$ cat src/rtl/bb_master_port_p_if.sv
// Bus-side signal bundle of the bit-serial master port: arbitration,
// address acknowledge, split, and the serial write/read lanes together
// with their per-bit handshakes.
interface bb_master_port_p_if;
  logic breq;
  logic bgrant;
  logic split;
  logic ack;
  logic mode;
  logic wr_bus;
  logic master_valid;
  logic slave_ready;
  logic rd_bus;
  logic slave_valid;
  logic master_ready;

  modport master (
    output breq, mode, wr_bus, master_valid, master_ready,
    input  bgrant, split, ack, slave_ready, rd_bus, slave_valid
  );

  modport slave (
    input  breq, mode, wr_bus, master_valid, master_ready,
    output bgrant, split, ack, slave_ready, rd_bus, slave_valid
  );
endinterface

$ cat src/rtl/bb_master_port_p.sv
// Bit-serial bus master port. Takes a burst request (address, mode, length)
// from the local side, arbitrates for the bus, shifts the address out LSB
// first, waits for the slave to accept it, then either shifts write words
// out (one word per slave_ready handshake) or collects read words bit by
// bit. A slave may split a read (or a pending address acceptance); the
// master then drops the bus and resumes where it stopped once re-granted.
// Every output is driven straight from a flop.
module bb_master_port_p #(
  parameter  int ADDR_W    = 16,
  parameter  int DATA_W    = 8,
  parameter  int MAX_BURST = 4,
  parameter  int TIMEOUT   = 255,
  localparam int LEN_W     = $clog2(MAX_BURST + 1)
) (
  input  logic               clk,
  input  logic               rst,
  input  logic [ADDR_W-1:0]  m_addr,
  input  logic [DATA_W-1:0]  m_wr_data,
  input  logic               m_mode,
  input  logic [LEN_W-1:0]   m_len,
  input  logic               m_in_valid,
  output logic               m_in_ready,
  output logic [DATA_W-1:0]  m_rd_data,
  output logic               m_out_valid,
  output logic               m_wr_next,
  output logic               m_done,
  output logic               m_err,
  bb_master_port_p_if.master bus
);

  // One shared cycle counter covers address bits, write bits and the ack
  // wait; it must reach the largest of the three terminal values.
  localparam int TO_LAST = (TIMEOUT > 0) ? TIMEOUT - 1 : 0;
  localparam int CNT_A   = (ADDR_W > DATA_W) ? ADDR_W - 1 : DATA_W - 1;
  localparam int CNT_MAX = (CNT_A > TO_LAST) ? CNT_A : TO_LAST;
  localparam int CNT_W   = (CNT_MAX < 1) ? 1 : $clog2(CNT_MAX + 1);
  // Read bit position survives a split, so it has its own counter.
  localparam int RCNT_W  = (DATA_W < 2) ? 1 : $clog2(DATA_W);

  typedef enum logic [3:0] {
    ST_IDLE     = 4'd0,
    ST_REQ      = 4'd1,
    ST_ADDR     = 4'd2,
    ST_WAIT_ACK = 4'd3,
    ST_WWAIT    = 4'd4,
    ST_WDATA    = 4'd5,
    ST_RDATA    = 4'd6,
    ST_SPLIT    = 4'd7,
    ST_DONE     = 4'd8
  } state_t;

  state_t state_r, state_n;

  logic [ADDR_W-1:0] addr_r,    addr_n;
  logic [DATA_W-1:0] data_r,    data_n;
  logic              mode_r,    mode_n;
  logic [LEN_W-1:0]  words_r,   words_n;
  logic [CNT_W-1:0]  cnt_r,     cnt_n;
  logic [RCNT_W-1:0] rd_cnt_r,  rd_cnt_n;
  logic [DATA_W-1:0] rd_sh_r,   rd_sh_n;
  logic              from_ack_r, from_ack_n;
  logic [DATA_W-1:0] rd_data_r, rd_data_n;
  logic              wr_bus_r,  wr_bus_n;
  logic              mvalid_r,  mvalid_n;
  logic              mready_r,  mready_n;
  logic              breq_r,    breq_n;
  logic              in_ready_r, in_ready_n;
  logic              out_valid_r, out_valid_n;
  logic              wr_next_r, wr_next_n;
  logic              done_r,    done_n;
  logic              err_r,     err_n;
  logic [DATA_W-1:0] cur_data_s;
  logic [DATA_W-1:0] rd_word_s;

  // Zero-length requests move one word; oversize requests are cut to the
  // largest burst the port supports.
  function automatic logic [LEN_W-1:0] clamp_len(input logic [LEN_W-1:0] len);
    logic [LEN_W-1:0] res;
    if (len == LEN_W'(0)) begin
      res = LEN_W'(1);
    end else if (len > LEN_W'(MAX_BURST)) begin
      res = LEN_W'(MAX_BURST);
    end else begin
      res = len;
    end
    return res;
  endfunction

  // State register.
  always_ff @(posedge clk or posedge rst) begin
    if (rst) begin
      state_r <= ST_IDLE;
    end else begin
      state_r <= state_n;
    end
  end

  // Next state and next values of every datapath/output register.
  always_comb begin
    state_n     = state_r;
    addr_n      = addr_r;
    data_n      = data_r;
    mode_n      = mode_r;
    words_n     = words_r;
    cnt_n       = cnt_r;
    rd_cnt_n    = rd_cnt_r;
    rd_sh_n     = rd_sh_r;
    from_ack_n  = from_ack_r;
    rd_data_n   = rd_data_r;
    wr_bus_n    = 1'b0;
    mvalid_n    = 1'b0;
    out_valid_n = 1'b0;
    wr_next_n   = 1'b0;
    done_n      = 1'b0;
    err_n       = 1'b0;
    // The word requested by the m_wr_next pulse is on m_wr_data during the
    // pulse cycle itself, so it must be usable before it reaches data_r.
    cur_data_s  = wr_next_r ? m_wr_data : data_r;
    rd_word_s   = {bus.rd_bus, rd_sh_r[DATA_W-1:1]};

    case (state_r)
      ST_IDLE: begin
        if (m_in_valid) begin
          addr_n   = m_addr;
          data_n   = m_wr_data;
          mode_n   = m_mode;
          words_n  = clamp_len(m_len);
          cnt_n    = CNT_W'(0);
          rd_cnt_n = RCNT_W'(0);
          state_n  = ST_REQ;
        end else begin
          state_n = ST_IDLE;
        end
      end
      ST_REQ: begin
        if (bus.bgrant) begin
          wr_bus_n = addr_r[0];
          mvalid_n = 1'b1;
          addr_n   = {1'b0, addr_r[ADDR_W-1:1]};
          cnt_n    = CNT_W'(0);
          state_n  = ST_ADDR;
        end else begin
          state_n = ST_REQ;
        end
      end
      ST_ADDR: begin
        // The shift register already holds the next bit in position 0.
        if (cnt_r == CNT_W'(ADDR_W - 1)) begin
          cnt_n   = CNT_W'(0);
          state_n = ST_WAIT_ACK;
        end else begin
          cnt_n    = cnt_r + CNT_W'(1);
          wr_bus_n = addr_r[0];
          mvalid_n = 1'b1;
          addr_n   = {1'b0, addr_r[ADDR_W-1:1]};
        end
      end
      ST_WAIT_ACK: begin
        // ack outranks split; a split still high is taken a cycle later.
        if (bus.ack) begin
          cnt_n   = CNT_W'(0);
          state_n = mode_r ? ST_WWAIT : ST_RDATA;
        end else if (bus.split) begin
          from_ack_n = 1'b1;
          state_n    = ST_SPLIT;
        end else if (cnt_r == CNT_W'(TO_LAST)) begin
          err_n   = 1'b1;
          state_n = ST_IDLE;
        end else begin
          cnt_n = cnt_r + CNT_W'(1);
        end
      end
      ST_WWAIT: begin
        data_n = cur_data_s;
        if (bus.slave_ready) begin
          wr_bus_n = cur_data_s[0];
          mvalid_n = 1'b1;
          data_n   = {1'b0, cur_data_s[DATA_W-1:1]};
          cnt_n    = CNT_W'(0);
          state_n  = ST_WDATA;
        end else begin
          state_n = ST_WWAIT;
        end
      end
      ST_WDATA: begin
        if (cnt_r == CNT_W'(DATA_W - 1)) begin
          words_n = words_r - LEN_W'(1);
          if (words_r > LEN_W'(1)) begin
            wr_next_n = 1'b1;
            state_n   = ST_WWAIT;
          end else begin
            state_n = ST_DONE;
          end
        end else begin
          cnt_n    = cnt_r + CNT_W'(1);
          wr_bus_n = data_r[0];
          mvalid_n = 1'b1;
          data_n   = {1'b0, data_r[DATA_W-1:1]};
        end
      end
      ST_RDATA: begin
        // A split takes precedence; the slave must not present a bit then.
        if (bus.split) begin
          from_ack_n = 1'b0;
          state_n    = ST_SPLIT;
        end else if (bus.slave_valid) begin
          rd_sh_n = rd_word_s;
          if (rd_cnt_r == RCNT_W'(DATA_W - 1)) begin
            rd_data_n   = rd_word_s;
            out_valid_n = 1'b1;
            rd_cnt_n    = RCNT_W'(0);
            words_n     = words_r - LEN_W'(1);
            if (words_r > LEN_W'(1)) begin
              state_n = ST_RDATA;
            end else begin
              state_n = ST_DONE;
            end
          end else begin
            rd_cnt_n = rd_cnt_r + RCNT_W'(1);
          end
        end else begin
          state_n = ST_RDATA;
        end
      end
      ST_SPLIT: begin
        // Re-request only after split drops, resume once granted again;
        // the read bit/word position is simply left untouched.
        if (!bus.split && breq_r && bus.bgrant) begin
          cnt_n   = CNT_W'(0);
          state_n = from_ack_r ? ST_WAIT_ACK : ST_RDATA;
        end else begin
          state_n = ST_SPLIT;
        end
      end
      ST_DONE: begin
        done_n  = 1'b1;
        state_n = ST_IDLE;
      end
      default: begin
        state_n = ST_IDLE;
      end
    endcase

    case (state_n)
      ST_REQ, ST_ADDR, ST_WAIT_ACK, ST_WWAIT, ST_WDATA, ST_RDATA: breq_n = 1'b1;
      ST_SPLIT: breq_n = ~bus.split;
      default:  breq_n = 1'b0;
    endcase

    mready_n   = (state_n == ST_RDATA);
    in_ready_n = (state_n == ST_IDLE);
  end

  // Datapath and output registers.
  always_ff @(posedge clk or posedge rst) begin
    if (rst) begin
      addr_r      <= {ADDR_W{1'b0}};
      data_r      <= {DATA_W{1'b0}};
      mode_r      <= 1'b0;
      words_r     <= LEN_W'(0);
      cnt_r       <= CNT_W'(0);
      rd_cnt_r    <= RCNT_W'(0);
      rd_sh_r     <= {DATA_W{1'b0}};
      from_ack_r  <= 1'b0;
      rd_data_r   <= {DATA_W{1'b0}};
      wr_bus_r    <= 1'b0;
      mvalid_r    <= 1'b0;
      mready_r    <= 1'b0;
      breq_r      <= 1'b0;
      in_ready_r  <= 1'b1;
      out_valid_r <= 1'b0;
      wr_next_r   <= 1'b0;
      done_r      <= 1'b0;
      err_r       <= 1'b0;
    end else begin
      addr_r      <= addr_n;
      data_r      <= data_n;
      mode_r      <= mode_n;
      words_r     <= words_n;
      cnt_r       <= cnt_n;
      rd_cnt_r    <= rd_cnt_n;
      rd_sh_r     <= rd_sh_n;
      from_ack_r  <= from_ack_n;
      rd_data_r   <= rd_data_n;
      wr_bus_r    <= wr_bus_n;
      mvalid_r    <= mvalid_n;
      mready_r    <= mready_n;
      breq_r      <= breq_n;
      in_ready_r  <= in_ready_n;
      out_valid_r <= out_valid_n;
      wr_next_r   <= wr_next_n;
      done_r      <= done_n;
      err_r       <= err_n;
    end
  end

  assign m_in_ready       = in_ready_r;
  assign m_rd_data        = rd_data_r;
  assign m_out_valid      = out_valid_r;
  assign m_wr_next        = wr_next_r;
  assign m_done           = done_r;
  assign m_err            = err_r;
  assign bus.breq         = breq_r;
  assign bus.mode         = mode_r;
  assign bus.wr_bus       = wr_bus_r;
  assign bus.master_valid = mvalid_r;
  assign bus.master_ready = mready_r;

endmodule
$ cat src/flat_wrapper.sv
// flat-port wrapper written by rule: the top's interface ports become plain ports
module bb_master_port_p_flat 
#(
  parameter  int ADDR_W    = 16,
  parameter  int DATA_W    = 8,
  parameter  int MAX_BURST = 4,
  parameter  int TIMEOUT   = 255,
  localparam int LEN_W     = $clog2(MAX_BURST + 1)
)
  (clk, rst, m_addr, m_wr_data, m_mode, m_len, m_in_valid, m_in_ready, m_rd_data, m_out_valid, m_wr_next, m_done, m_err, bus_breq, bus_mode, bus_wr_bus, bus_master_valid, bus_master_ready, bus_bgrant, bus_split, bus_ack, bus_slave_ready, bus_rd_bus, bus_slave_valid);
  bb_master_port_p_if bus_i ();
  input  logic clk;
  input  logic rst;
  input  logic [ADDR_W-1:0] m_addr;
  input  logic [DATA_W-1:0] m_wr_data;
  input  logic m_mode;
  input  logic [LEN_W-1:0] m_len;
  input  logic m_in_valid;
  output logic m_in_ready;
  output logic [DATA_W-1:0] m_rd_data;
  output logic m_out_valid;
  output logic m_wr_next;
  output logic m_done;
  output logic m_err;
  output wire logic [$bits(bus_i.breq)-1:0] bus_breq;
  output wire logic [$bits(bus_i.mode)-1:0] bus_mode;
  output wire logic [$bits(bus_i.wr_bus)-1:0] bus_wr_bus;
  output wire logic [$bits(bus_i.master_valid)-1:0] bus_master_valid;
  output wire logic [$bits(bus_i.master_ready)-1:0] bus_master_ready;
  input wire logic [$bits(bus_i.bgrant)-1:0] bus_bgrant;
  input wire logic [$bits(bus_i.split)-1:0] bus_split;
  input wire logic [$bits(bus_i.ack)-1:0] bus_ack;
  input wire logic [$bits(bus_i.slave_ready)-1:0] bus_slave_ready;
  input wire logic [$bits(bus_i.rd_bus)-1:0] bus_rd_bus;
  input wire logic [$bits(bus_i.slave_valid)-1:0] bus_slave_valid;
  assign bus_breq = bus_i.breq;
  assign bus_mode = bus_i.mode;
  assign bus_wr_bus = bus_i.wr_bus;
  assign bus_master_valid = bus_i.master_valid;
  assign bus_master_ready = bus_i.master_ready;
  assign bus_i.bgrant = bus_bgrant;
  assign bus_i.split = bus_split;
  assign bus_i.ack = bus_ack;
  assign bus_i.slave_ready = bus_slave_ready;
  assign bus_i.rd_bus = bus_rd_bus;
  assign bus_i.slave_valid = bus_slave_valid;
  bb_master_port_p #(.ADDR_W(ADDR_W), .DATA_W(DATA_W), .MAX_BURST(MAX_BURST), .TIMEOUT(TIMEOUT)) u_core (.clk(clk), .rst(rst), .m_addr(m_addr), .m_wr_data(m_wr_data), .m_mode(m_mode), .m_len(m_len), .m_in_valid(m_in_valid), .m_in_ready(m_in_ready), .m_rd_data(m_rd_data), .m_out_valid(m_out_valid), .m_wr_next(m_wr_next), .m_done(m_done), .m_err(m_err), .bus(bus_i));
endmodule
$ cat config.mk
export PLATFORM = sky130hd
export DESIGN_NAME = bb_master_port_p_flat
export DESIGN_NICKNAME = d
export VERILOG_FILES = /design/src/rtl/bb_master_port_p_if.sv /design/src/rtl/bb_master_port_p.sv /design/src/flat_wrapper.sv
export SDC_FILE = /design/constraint.sdc
export NUM_CORES = 1
export LEC_CHECK = 0
export BUFFER_PORTS_ARGS = -buffer_cell sky130_fd_sc_hd__buf_2
export CAP_MARGIN = 10
export CORE_UTILIZATION = 45
export DETAILED_ROUTE_END_ITERATION = 16
export MAX_ROUTING_LAYER = met4
export PLACE_DENSITY = 0.65
export SYNTH_ARGS = -nofsm -noshare
export SYNTH_HDL_FRONTEND = slang
export SYNTH_SLANG_ARGS = --single-unit
$ cat constraint.sdc
create_clock -name clk -period 3.4 [get_ports clk]
set_clock_uncertainty 0.1 [all_clocks]
set_input_delay 0.17 -clock clk [delete_from_list [all_inputs] [get_ports clk]]
set_output_delay 0.17 -clock clk [all_outputs]
set_load 0.02 [all_outputs]
Word level (Yosys, flattened, before mapping)
Cells that the tools add are included.
{"block": "word_totals", "regBits": 69, "output_inout_bits": 18}
{"block": "op_classes", "n_addsub": 3, "order_cmp": 2, "eq_ne": 34, "mux": 76, "bitwise_logic": 1, "n_reduce_logical": 22}
{"cell": "$mux W8", "n": 13}
{"cell": "$pmux W8 S7", "n": 1}
{"cell": "$mux W16", "n": 3}
{"cell": "$pmux W16 S3", "n": 1}
{"cell": "$mux W4", "n": 11}
{"cell": "$mux W3", "n": 12}
{"cell": "$eq A4 B3 Y1 const B", "n": 8}
{"cell": "$pmux W4 S8", "n": 1}
{"cell": "$mux W1", "n": 25}
{"cell": "$pmux W8 S3", "n": 1}
{"cell": "$ne A2 B2 Y1 const B", "n": 10}
{"cell": "$eq A4 B2 Y1 const B", "n": 4}
{"cell": "$reduce_and A4 Y1", "n": 4}
{"cell": "$pmux W3 S3", "n": 1}
{"cell": "$reduce_bool A3 Y1", "n": 3}
{"cell": "$add A8 B1 Y8 const B", "n": 1}
{"cell": "$eq A4 B1 Y1 const B", "n": 2}
{"cell": "$eq A8 B3 Y1 const B", "n": 1}
{"cell": "$eq A8 B4 Y1 const B", "n": 1}
{"cell": "$eq A8 B8 Y1 const B", "n": 1}
{"cell": "$logic_not A4 Y1", "n": 2}
{"cell": "$pmux W1 S4", "n": 2}
{"cell": "$reduce_and A8 Y1", "n": 1}
{"cell": "$reduce_bool A7 Y1", "n": 1}
{"cell": "other kinds (20)", "n": 28}

Depth between registers and ports, before layout
Gate-level depths: netlist (run 1).
{"block": "depth", "word_depth": 9, "ltp_mapped": 8}

Least setup slack after synthesis (run 1)
No wires, ideal clock.
{"block": "synth_timing", "path_type": "reg-to-reg", "from": "reg u_core.cnt_r[0]", "to": "reg u_core.cnt_r[4]", "arrival_time_ns": 1.819, "required_ns": 3.224, "setup_slack_ns": 1.405, "stages_incl_launch_ff": 7, "path_buffers": 0, "period_less_slack_ns": 1.995, "path_cell_list": "dfrtp_1 ha_1 and3_1 a2111o_1 a21oi_2 nand2b_1 o21ai_1"}
{"block": "synth_via", "elab_chain_len": 5, "word_cells_on_any_way": 13}
{"item": "start: declaration", "line_no": "bb_master_port_p.sv:58", "rtl": "logic [CNT_W-1:0] cnt_r, cnt_n;"}
{"item": "start signal: assignment", "line_no": "bb_master_port_p.sv:280", "rtl": "cnt_r <= cnt_n;"}
{"item": "$add A8 B1 Y8", "line_no": "bb_master_port_p.sv:152, bb_master_port_p.sv:170, bb_master_port_p.sv:195"}
{"item": "$mux W8", "line_no": "bb_master_port_p.sv:166", "rtl": "end else if (cnt_r == CNT_W'(TO_LAST)) begin"}
{"item": "$mux W8", "line_no": "bb_master_port_p.sv:163", "rtl": "end else if (bus.split) begin"}
{"item": "$mux W8", "line_no": "bb_master_port_p.sv:160", "rtl": "if (bus.ack) begin"}
{"item": "$pmux W8 S7", "line_no": "bb_master_port_p.sv:121", "rtl": "case (state_r)"}
Several ways; a longest one is shown, not always the timed one. The select of a mux whose other input is x is not followed.
A chain may end at the register's enable or synchronous reset.

Worst setup path in the final report (run 1)
{"block": "layout_timing", "from": "reg u_core.state_r[0]", "to": "reg u_core.data_r[4]"}
{"block": "layout_via", "elab_chain_len": 3, "word_cells_on_any_way": 8}
{"item": "start: declaration", "line_no": "bb_master_port_p.sv:52", "rtl": "state_t state_r, state_n;"}
{"item": "start signal: assignment", "line_no": "bb_master_port_p.sv:94", "rtl": "state_r <= state_n;"}
{"item": "$eq A4 B3 Y1 or $logic_not A4 Y1 (tied branches)", "line_no": "bb_master_port_p.sv:121"}
{"item": "$ne A2 B2 Y1 (no source line) or $reduce_bool A3 Y1 (tied branches)"}
{"item": "$reduce_and A3 Y1 (no source line)"}
{"item": "end signal: assignment", "line_no": "bb_master_port_p.sv:258", "rtl": "data_r <= {DATA_W{1'b0}};"}
{"item": "end signal: assignment", "line_no": "bb_master_port_p.sv:277", "rtl": "data_r <= data_n;"}
{"item": "end: declaration", "line_no": "bb_master_port_p.sv:55", "rtl": "logic [DATA_W-1:0] data_r, data_n;"}
Several ways; a longest one is shown, not always the timed one.

==> metrics.md, run 1 <==
| Metric | Value |
|---|---|
| CTS sink cnt | 68 |
| Layout cells sized above 1 | 24.13% |
| Post-CTS setup buffer count | 0 |
| Post-synth EDFFs | 0 |
| DP HPWL | 5.898 mm |
| Status | finished with violations |
| Count leader, synth | nand2_1 |
| PD cells | 811.7 mW/mm² |
| Final min period | 2.665 ns |
| Seq. cell area | 0.001703 mm² |
| Largest net degree at the start of global routing | 53 |
| F_max | 0.3752 GHz |
| Routed Antenna Nets | 0 |
| Worst slew pin tran | 1.053 ns |
| Top_reg_cell synth | dfrtp_1 |
| Clock power share | 22.4% |
| Number of remaining DRC errors | 0 |
| Die height | 95.04 µm |
| Compound-Gate Fraction of Synth Area | 18.95% |
| Initial Utilization | 46.93% |
| Synthesis-to-layout area growth | 15.07% |
| Simple-Gate Fraction of Synth Area | 21.84% |
| Post-Synthesis Cell Area | 0.003895 mm² |
| Die ar. | 0.009032 mm² |
| Core region area | 0.008299 mm² |
| GPL Wtd Cong | 0.9042 |
| Sequential area share after synthesis | 43.72% |
| Chip Width | 95.04 µm |
| Maxcap violations | 0 |
| Count of cell types in the netlist | 69 |
| I/O Pins | 55 |
| RSZ-0062 raised after global routing | false |
| WP buf/inv | 0 |
| Setup TNS | 0 ns |
| GR Util met1 | 27.67% |
| Slew Limit Fails | 0 |
| Number of port buffers | 54 |
| GR Util met3 | 5.821% |
| Post-CTS Resized | 0 |
| Reg power frac | 35.7% |
| # rows | 33 |
| Reg-to-reg startpoint | u_core.state_r[0] |
| Gate power share | 41.9% |
| Max Root-Sink Buffers | 2 |
| Average wire per standard cell | 15.18 µm |
| Cts bufs inserted | 9 |
| Synth area leaders | dfrtp_1 (43%), nand2_1 (6.9%), mux2i_1 (4.6%), o21ai_0 (3.9%), mux2_2 (2.6%) |
| CTS tree | done |
| Worst Path Arrival | 2.82 ns |
| Final Power | 3.638 mW |
| Crit path largest cell delay | 0.75 ns |
| Nets | 498 |
| GRT Resource Usage Total | 21.08% |
| Initial antenna violation count | 0 |
| Largest family of logic cells by synthesized area | simple AND/OR/NAND/NOR gates |
| CP endpoint kind | register |
| Routed via count | 3145 |
| H-tree depth | 3 |
| Failing checks | hold timing |
| Count of warnings emitted by yosys | 0 |
| Headroom to the max-slew limit | 29.73% |
| Async SR Flop Fraction | 100.0% |
| DR pass1 iterations | 4 |
| Crit path max-delay family | simple AND/OR/NAND/NOR gates |
| Hold Path Class | in -> async |
| Top cell type's share of synthesized area | 43.05% |
| Period utilization | 78.40% |
| Crit path from | u_core.state_r[0] |
| Switching share of power | 40.02% |
| Root buf cell | clkbuf_8 |
| GR Util met2 | 32.25% |
| Fillers | 749 |
| Gr busiest metal | met2 |
| Syn avg cell area | 9.665 µm² |
| Final Hold Slack | -0.02298 ns |
| Area share of fa/ha/maj cells after synthesis | 1.927% |
| Vias/cell | 5.566 |
| Clock latency at the later pin of the worst-skew pair | 0.35 ns |
| Syn Inst Count | 403 |
| Cell Int Power | 2.182 mW |
| # setup viols final | 0 |
| DR iter-0 viols | 291 |
| Yosys top cell by area | dfrtp_1 |
| Synth top cells by count | nand2_1 (72), dfrtp_1 (67), o21ai_0 (30) |
| Peak supply drop | 0.0003820 V |
| Reg clk slew, reported paths | 0.08 ns |
| Post-synthesis mux area share | 8.384% |
| First-pass GRT wire length | 14.10 mm |
| Setup CP Type | reg -> reg |
| Leakage | 2.165 nW |
| # hold bufs at CTS | 6 |
| Crit Path Max Fanout | 30 |
| Critical Path, Cell by Cell | nor4b_4 > nand2_1 > o21bai_1 > a221oi_1 > o31ai_1 |
| Total net switching power | 1.456 mW |
| Vias in the first global route | 2961 |
| CP required | 3.56 ns |
| CP startpoint kind | register |
| FF+latch count, synth | 68 |
| Drt total wl | 8.579 mm |
| Syn_nets | 446 |
| Area of the multi-input gates | 0.001994 mm² |
| Total gr overflow | 0 |
| Ant diodes | 0 |
| Final Hold Viols | 49 |
| CP max stage cell | nor4b_4 |
| Xor and xnor area share after synthesis | 0% |
cell usage in the layout (no fill, tap or decap), types with 3 or more instances in the layout:
cell type / Yosys / routed
a211oi_1: 4 / 4
a21oi_1: 12 / 12
a221oi_1: 7 / 7
a22o_1: 5 / 5
and3_1: 6 / 6
and3b_1: 3 / 3
buf_2: 5 / 54
buf_4: 4 / 3
bufinv_16: 0 / 3
clkbuf_8: 0 / 9
dfrtp_1: 67 / 67
dlygate4sd3_1: 0 / 6
ha_1: 6 / 6
inv_1: 16 / 15
mux2_2: 9 / 9
mux2i_1: 18 / 18
nand2_1: 72 / 72
nand2b_1: 6 / 6
nand3_1: 11 / 11
nand4_1: 6 / 6
nor2_1: 20 / 20
nor2b_1: 5 / 5
nor3b_1: 3 / 3
o211ai_1: 4 / 4
o21ai_0: 30 / 30
o21ai_1: 10 / 9
o31ai_1: 8 / 8
stage by stage:
stage,utilization (%),std cells,hold WS [ns],area (µm²),worst slack [ns]
global placement,50.38,543,0.2836,4182,0.8434
global route,54.00,565,0.01620,4482,0.5129
CTS,54.00,565,0.006941,4482,0.7326
floorplan,-,403,0.1754,3895,1.405
finish,54.00,565,-0.02298,4482,0.7345
detailed placement,50.38,543,0.2860,4182,0.7511
registers in the layout, summed over array words and instances, names as in the netlist, 3 cells and up:
| name | count |
|---|---|
| u_core.cnt_r | 8 |
| u_core.m_rd_data | 8 |
| u_core.rd_cnt_r | 3 |
| u_core.addr_r | 16 |
| u_core.words_r | 3 |
| u_core.rd_sh_r | 7 |
| u_core.state_r | 4 |
| u_core.data_r | 8 |
logic make-up after synthesis:
group / Yosys count
adder cells (fa/ha/maj): 6
multiplexers: 29
buffers and inverters: 38
flip-flops: 68
AND/OR/NAND/NOR: 158
AO/OA/AOI/OAI: 104
layout make-up:
type | count | area share, %
sequential | 68 | 38.00
clock inverter | 6 | 2.513
multi-input combinational | 297 | 44.50
clock buffer | 10 | 2.848
timing repair buffer | 63 | 7.873
inverter | 16 | 1.340
tap | 105 | 2.931
routing by layer:
metal / share of wire [%] / wire length, µm / vias to the layer above
li1: - / - / 1568
met5: 0 / 0 / -
met1: 48 / 4160 / 1506
met4: 0.96 / 82 / 0
met3: 3.9 / 332 / 10
met2: 47 / 4003 / 61
worst reg2reg max path: stages (launching register included):
cell and delay, ns:
dfrtp_1 0.71, nor4b_4 0.75, nand2_1 0.25, o21bai_1 0.35, a221oi_1 0.15, o31ai_1 0.27
path summary, 6_finish.rpt:
check	cells past startpoint	slack (ns)	end
max in group asynchronous	3	2.47	u_core.cnt_r[6]
min reg2reg	2	0.38	u_core.rd_sh_r[1]
min	2	-0.02	u_core.m_rd_data[4]
min in group clk	3	0.02	u_core.addr_r[9]
max	5	0.73	u_core.data_r[4]
max reg2reg	5	0.73	u_core.data_r[4]
power groups by stage:
| stage | combinational [mW] | clock (mW) | sequential, mW |
|---|---|---|---|
| final | 1.52 | 0.815 | 1.30 |
| after floorplan | 1.36 | 0 | 1.21 |
| after global routing | 1.70 | 0.864 | 1.34 |
| after detailed placement | 1.52 | 0 | 1.31 |
| after global placement | 1.49 | 0 | 1.30 |
| after CTS | 1.53 | 0.836 | 1.30 |
Note: power is estimated with default switching activity, not from simulation.
==> inputs of run 2 (changes only) <==
clock period = 2.8 ns   (was 3.4 ns; I/O delays follow)
==> run 2 against run 1 <==
The run now ends clean. Maximum frequency increased by 7.3%. Combinational power grew 28%. Global-route usage increased by 0.77 points. Hold slack improved by 0.027 ns. Critical path depth unchanged. First-iteration DRC count down 27%. Non-clock buffer count increased by 23. Final cell count is 4.1% higher. Critical endpoint is now u_core.addr_r[10]. Largest power group unchanged.
==> metrics.md, run 2 (same netlist as run 1, synthesis figures left out) <==
| Metric | Value |
|---|---|
| Seq. cell area | 0.001703 mm² (unchanged) |
| Die ar. | 0.009032 mm² (unchanged) |
| Post-CTS Resized | 0 (unchanged) |
| Worst Path Arrival | 2.56 ns (was 2.82 ns) |
| GPL Wtd Cong | 0.8394 (was 0.9042) |
| Top reg by flops | u_core.addr_r (unchanged) |
| CTS tree | done (unchanged) |
| Final Hold Viols | 0 (was 49) |
| CTS sink cnt | 68 (unchanged) |
| Cts bufs inserted | 9 (unchanged) |
| Vias in the first global route | 3072 (was 2961) |
| Fin area | 0.004707 mm² (was 0.004482 mm²) |
| Chip Width | 95.04 µm (unchanged) |
| Cell Int Power | 2.708 mW (was 2.182 mW) |
| Total gr overflow | 0 (unchanged) |
| Setup TNS | 0 ns (unchanged) |
| Hold Path Class | in -> reg (was in -> async) |
| RSZ-0062 raised after global routing | false (unchanged) |
| PD cells | 956.2 mW/mm² (was 811.7 mW/mm²) |
| GRT Resource Usage Total | 21.85% (was 21.08%) |
| Max Root-Sink Buffers | 2 (unchanged) |
| Area of the multi-input gates | 0.001994 mm² (unchanged) |
| Setup CP Type | reg -> reg (unchanged) |
| Synthesis-to-layout area growth | 20.85% (was 15.07%) |
| Initial antenna violation count | 0 (unchanged) |
| Crit path from | u_core.cnt_r[0] (was u_core.state_r[0]) |
| Final Power | 4.501 mW (was 3.638 mW) |
| H-tree depth | 3 (unchanged) |
| Reg power frac | 34.8% (was 35.7%) |
| DR iter-0 viols | 213 (was 291) |
| Leakage | 2.272 nW (was 2.165 nW) |
| Headroom to the max-slew limit | 32.51% (was 29.73%) |
| Post-CTS setup buffer count | 0 (unchanged) |
| Clock latency at the later pin of the worst-skew pair | 0.35 ns (about the same) |
| Switching share of power | 39.83% (was 40.02%) |
| Slew Limit Fails | 0 (unchanged) |
| Vias/cell | 5.577 (was 5.566) |
| # rows | 33 (unchanged) |
| Root buf cell | clkbuf_8 (unchanged) |
| Max reg flops | 16 (unchanged) |
| Drt total wl | 8.881 mm (was 8.579 mm) |
| Reg-to-reg startpoint | u_core.cnt_r[0] (was u_core.state_r[0]) |
| # setup viols final | 0 (unchanged) |
| Reg clk slew, reported paths | 0.07 ns (was 0.08 ns) |
| DR pass1 iterations | 4 (unchanged) |
| Initial Utilization | 46.93% (unchanged) |
| Period utilization | 88.76% (was 78.40%) |
| Status | finished clean (was finished with violations) |
| Average wire per standard cell | 15.10 µm (was 15.18 µm) |
| Core region area | 0.008299 mm² (unchanged) |
| CP endpoint kind | register (unchanged) |
| Ant diodes | 0 (unchanged) |
| Fillers | 739 (was 749) |
| I/O Pins | 55 (unchanged) |
| Gate power share | 43.2% (was 41.9%) |
| First-pass GRT wire length | 14.80 mm (was 14.10 mm) |
| Peak supply drop | 0.0004424 V (was 0.0003820 V) |
| Clock power share | 22.0% (was 22.4%) |
| Crit Path Max Fanout | 32 (was 30) |
| Number of remaining DRC errors | 0 (unchanged) |
| Number of port buffers | 54 (unchanged) |
| Most common library cell in the layout ignoring fill and taps | nand2_1 (unchanged) |
| F_max | 0.4024 GHz (was 0.3752 GHz) |
| Maxcap violations | 0 (unchanged) |
| Die height | 95.04 µm (unchanged) |
| HP Start | m_addr[3] |
| DP HPWL | 5.977 mm (was 5.898 mm) |
| # hold bufs at CTS | 22 (was 6) |
| Routed via count | 3279 (was 3145) |
| CP required | 2.87 ns (was 3.56 ns) |
| Most frequent cells in the layout | nand2_1 (72), dfrtp_1 (67), buf_2 (54) (unchanged) |
| Largest net degree at the start of global routing | 38 (was 53) |
| Routed Antenna Nets | 0 (unchanged) |
| Post-Place Cell Area | 0.004247 mm² (was 0.004182 mm²) |
| CP startpoint kind | register (unchanged) |
| Final min period | 2.485 ns (was 2.665 ns) |
| Layout cells sized above 1 | 24.43% (was 24.13%) |
| Nets | 521 (was 498) |
| Final core utilization | 56.72% (was 54.00%) |
| Worst slew pin tran | 1.012 ns (was 1.053 ns) |
| Total net switching power | 1.793 mW (was 1.456 mW) |
run 2: area by class of cell:
| cell class | count | share of cell area [%] |
|---|---|---|
| sequential | 68 | 36.18 |
| timing repair buffer | 86 | 12.28 |
| tap | 105 | 2.791 |
| clock buffer | 10 | 2.711 |
| multi-input combinational | 297 | 42.37 |
| inverter | 16 | 1.276 |
| clock inverter | 6 | 2.392 |
run 2: routing by layer:
| metal | part of all wire (%) | vias to the layer above | global-route usage (%) |
|---|---|---|---|
| met3 | 5.2 | 13 | 4.386 |
| met1 | 46 | 1577 | 29.27 |
| met5 | 0 | - | - |
| met4 | 1.2 | 0 | 6.692 |
| met2 | 47 | 81 | 33.45 |
| li1 | - | 1608 | - |
run 2: power groups by stage:
| stage | Clock, mW | Sequential (mW) | Combinational, mW |
|---|---|---|---|
| final | 0.991 | 1.56 | 1.95 |
| after global routing | 1.05 | 1.61 | 2.19 |
| after CTS | 1.02 | 1.56 | 1.95 |
| after detailed placement | 0 | 1.58 | 1.92 |
| after global placement | 0 | 1.57 | 1.86 |
| after floorplan | 0 | 1.47 | 1.65 |
run 2: path summary, 6_finish.rpt:
kind                                        to  slack [ns]  cells after the start
setup / recovery             u_core.addr_r[10]        0.31                      5
hold / removal                u_core.addr_r[3]       0.004                      3
setup reg to reg             u_core.addr_r[10]        0.31                      5
hold reg to reg               u_core.addr_r[2]        0.38                      2
max in group asynchronous    u_core.m_in_ready        1.56                      4
min in group asynchronous  u_core.m_rd_data[2]        0.35                      3
run 2: through the flow:
step / hold slack, ns / setup slack (ns) / std cells
6_report: 0.004465 / 0.3148 / 588
5_1_grt: 0.01321 / 0.03838 / 588
4_1_cts: 0.002034 / 0.3212 / 588
3_5_place_dp: 0.1913 / 0.3426 / 550
3_3_place_gp: 0.1865 / 0.3517 / 550
2_1_floorplan: 0.1454 / 0.8048 / 403
run 2: worst max-delay path: stages, from the launching register on:
cell,delay [ns]
dfrtp_1,0.44
ha_1,0.29
and3_1,0.29
a21oi_1,0.11
o21ai_2,0.80
o21ai_0,0.26
==> inputs of run 3 (changes only) <==
clock period = 2.85 ns   (was 2.8 ns; I/O delays follow)
==> run 3 against run 2 <==
Critical path depth stayed put. Design area shrank 1.1%. Hold slack better by 0.0055 ns. Sequential share of layout area increased by 0.41 points. Core utilization is 0.63 points lower. Critical endpoint is now u_core.cnt_r[0]. Maximum frequency is 1.0% lower. Count of clock-buffer cells in the layout unchanged. Combinational power is 3% lower. Clock power shrank 13%. Register-to-register slack improved by 0.02 ns. Total power down 4.6%. Via count is 2.5% lower.
==> metrics.md, run 3 (same netlist as run 1, synthesis figures left out) <==
| Metric | Value |
|---|---|
| Status | finished clean (unchanged) |
| Max reg flops | 16 (unchanged) |
| Reg clk slew, reported paths | 0.07 ns (about the same) |
| DR iter-0 viols | 187 (was 213) |
| Most frequent cells in the layout | nand2_1 (72), dfrtp_1 (67), buf_2 (54) (unchanged) |
| Layout Cells excl Fill | 585 (was 588) |
| Top reg by flops | u_core.addr_r (unchanged) |
| CTS tree | done (unchanged) |
| Worst slew pin tran | 1.000 ns (was 1.012 ns) |
| Slew Limit Fails | 0 (unchanged) |
| Routed Antenna Nets | 0 (unchanged) |
| Most common library cell in the layout ignoring fill and taps | nand2_1 (unchanged) |
| Ant diodes | 0 (unchanged) |
| Cts bufs inserted | 9 (unchanged) |
| Period utilization | 88.09% (was 88.76%) |
| DP Cell Count | 549 (was 550) |
| Number of port buffers | 54 (unchanged) |
| Max Used Layer | met4 (unchanged) |
| CTS sink cnt | 68 (unchanged) |
| Total gr overflow | 0 (unchanged) |
| GRT Resource Usage Total | 21.98% (was 21.85%) |
| F_max | 0.3983 GHz (was 0.4024 GHz) |
| # setup viols final | 0 (unchanged) |
| Post-CTS Resized | 0 (unchanged) |
| Core region area | 0.008299 mm² (unchanged) |
| Root buf cell | clkbuf_8 (unchanged) |
| Final min period | 2.510 ns (was 2.485 ns) |
| Leakage | 2.244 nW (was 2.272 nW) |
| Average wire per standard cell | 14.93 µm (was 15.10 µm) |
| Worst Path Arrival | 2.68 ns (was 2.56 ns) |
| Die ar. | 0.009032 mm² (unchanged) |
| Hold Path Class | in -> reg (unchanged) |
| GPL Wtd Cong | 0.8297 (was 0.8394) |
| Routed via count | 3196 (was 3279) |
| Maxcap violations | 0 (unchanged) |
| Initial antenna violation count | 0 (unchanged) |
| Total length of routed met2 wires | 4.113 mm (was 4.213 mm) |
| Fillers | 758 (was 739) |
| Routed wl met3 | 384 µm (was 460 µm) |
| H-tree depth | 3 (unchanged) |
| Post-CTS setup buffer count | 0 (unchanged) |
| CP startpoint kind | register (unchanged) |
| Number of remaining DRC errors | 0 (unchanged) |
| Vias in the first global route | 3143 (was 3072) |
| # hold bufs at CTS | 21 (was 22) |
| DR pass1 iterations | 4 (unchanged) |
| Setup TNS | 0 ns (unchanged) |
| Peak supply drop | 0.0004803 V (was 0.0004424 V) |
| First-pass GRT wire length | 14.86 mm (was 14.80 mm) |
| CP endpoint kind | register (unchanged) |
| Max Root-Sink Buffers | 2 (unchanged) |
| Final Hold Viols | 0 (unchanged) |
| CP required | 3.02 ns (was 2.87 ns) |
| Synthesis-to-layout area growth | 19.50% (was 20.85%) |
| I/O Pins | 55 (unchanged) |
| PD cells | 922.1 mW/mm² (was 956.2 mW/mm²) |
| Largest net degree at the start of global routing | 38 (unchanged) |
| RSZ-0062 raised after global routing | false (unchanged) |
| Headroom to the max-slew limit | 33.30% (was 32.51%) |
| Vias/cell | 5.463 (was 5.577) |
| DP HPWL | 6.023 mm (was 5.977 mm) |
| Die height | 95.04 µm (unchanged) |
| Chip Width | 95.04 µm (unchanged) |
| Drt total wl | 8.735 mm (was 8.881 mm) |
| Clock latency at the later pin of the worst-skew pair | 0.35 ns (about the same) |
| WL met1 | 4.148 mm (was 4.098 mm) |
| # rows | 33 (unchanged) |
| Crit Path Max Fanout | 23 (was 32) |
| Setup CP Type | reg -> reg (unchanged) |
| Initial Utilization | 46.93% (unchanged) |
| Layout cells sized above 1 | 24.17% (was 24.43%) |
| Nets | 519 (was 521) |
-- run 3: critical path: stages, from the launching register on --
cell      delay [ns]
dfrtp_1         0.79
mux2i_1         0.24
a221oi_2        0.30
nand4b_1        0.43
nand2b_1        0.39
o21ai_1         0.17
-- run 3: final timing paths --
path / from / end / slack (ns) / depth (start not counted)
setup / recovery: u_core.state_r[0] / u_core.cnt_r[0] / 0.34 / 5
hold / removal: m_addr[4] / u_core.addr_r[4] / 0.01 / 3
setup reg to reg: u_core.state_r[0] / u_core.cnt_r[0] / 0.34 / 5
hold reg to reg: u_core.addr_r[15] / u_core.addr_r[15] / 0.38 / 2
max in group asynchronous: rst / u_core.m_in_ready / 1.61 / 4
min in group asynchronous: rst / u_core.m_rd_data[4] / 0.35 / 3
-- run 3: metal layers --
layer,global-route usage [%],vias up
met5,-,-
met4,7.071,0
met3,4.864,9
met2,34.05,71
met1,28.65,1519
li1,-,1597
-- run 3: final cells by class --
type	count	area [µm²]	area share, %
multi-input combinational	297	1994	42.85
sequential	68	1703	36.59
timing repair buffer	84	560.5	12.04
tap	105	131.4	2.823
clock buffer	10	127.6	2.742
clock inverter	5	77.57	1.667
inverter	16	60.06	1.290
-- run 3: where the power goes --
part           internal, mW  total (mW)  leakage [nW]  switching (mW)
Clock                 0.485       0.858         0.102           0.374
Combinational         0.824        1.89          1.26            1.07
Sequential             1.24        1.54         0.885           0.297
-- run 3: metrics by stage --
stage / hold slack, ns / cell area, µm² / worst slack, ns / power (mW) / util [%]
finish: 0.009945 / 4654 / 0.3396 / 4.292 / 56.08
global route: 0.01486 / 4654 / 0.08884 / 4.650 / 56.08
CTS: 0.001228 / 4654 / 0.3546 / 4.324 / 56.08
detailed placement: 0.1892 / 4239 / 0.3768 / 3.424 / 51.08
global placement: 0.1893 / 4239 / 0.4034 / 3.367 / 51.08
floorplan: 0.1479 / 3895 / 0.8548 / 3.059 / -
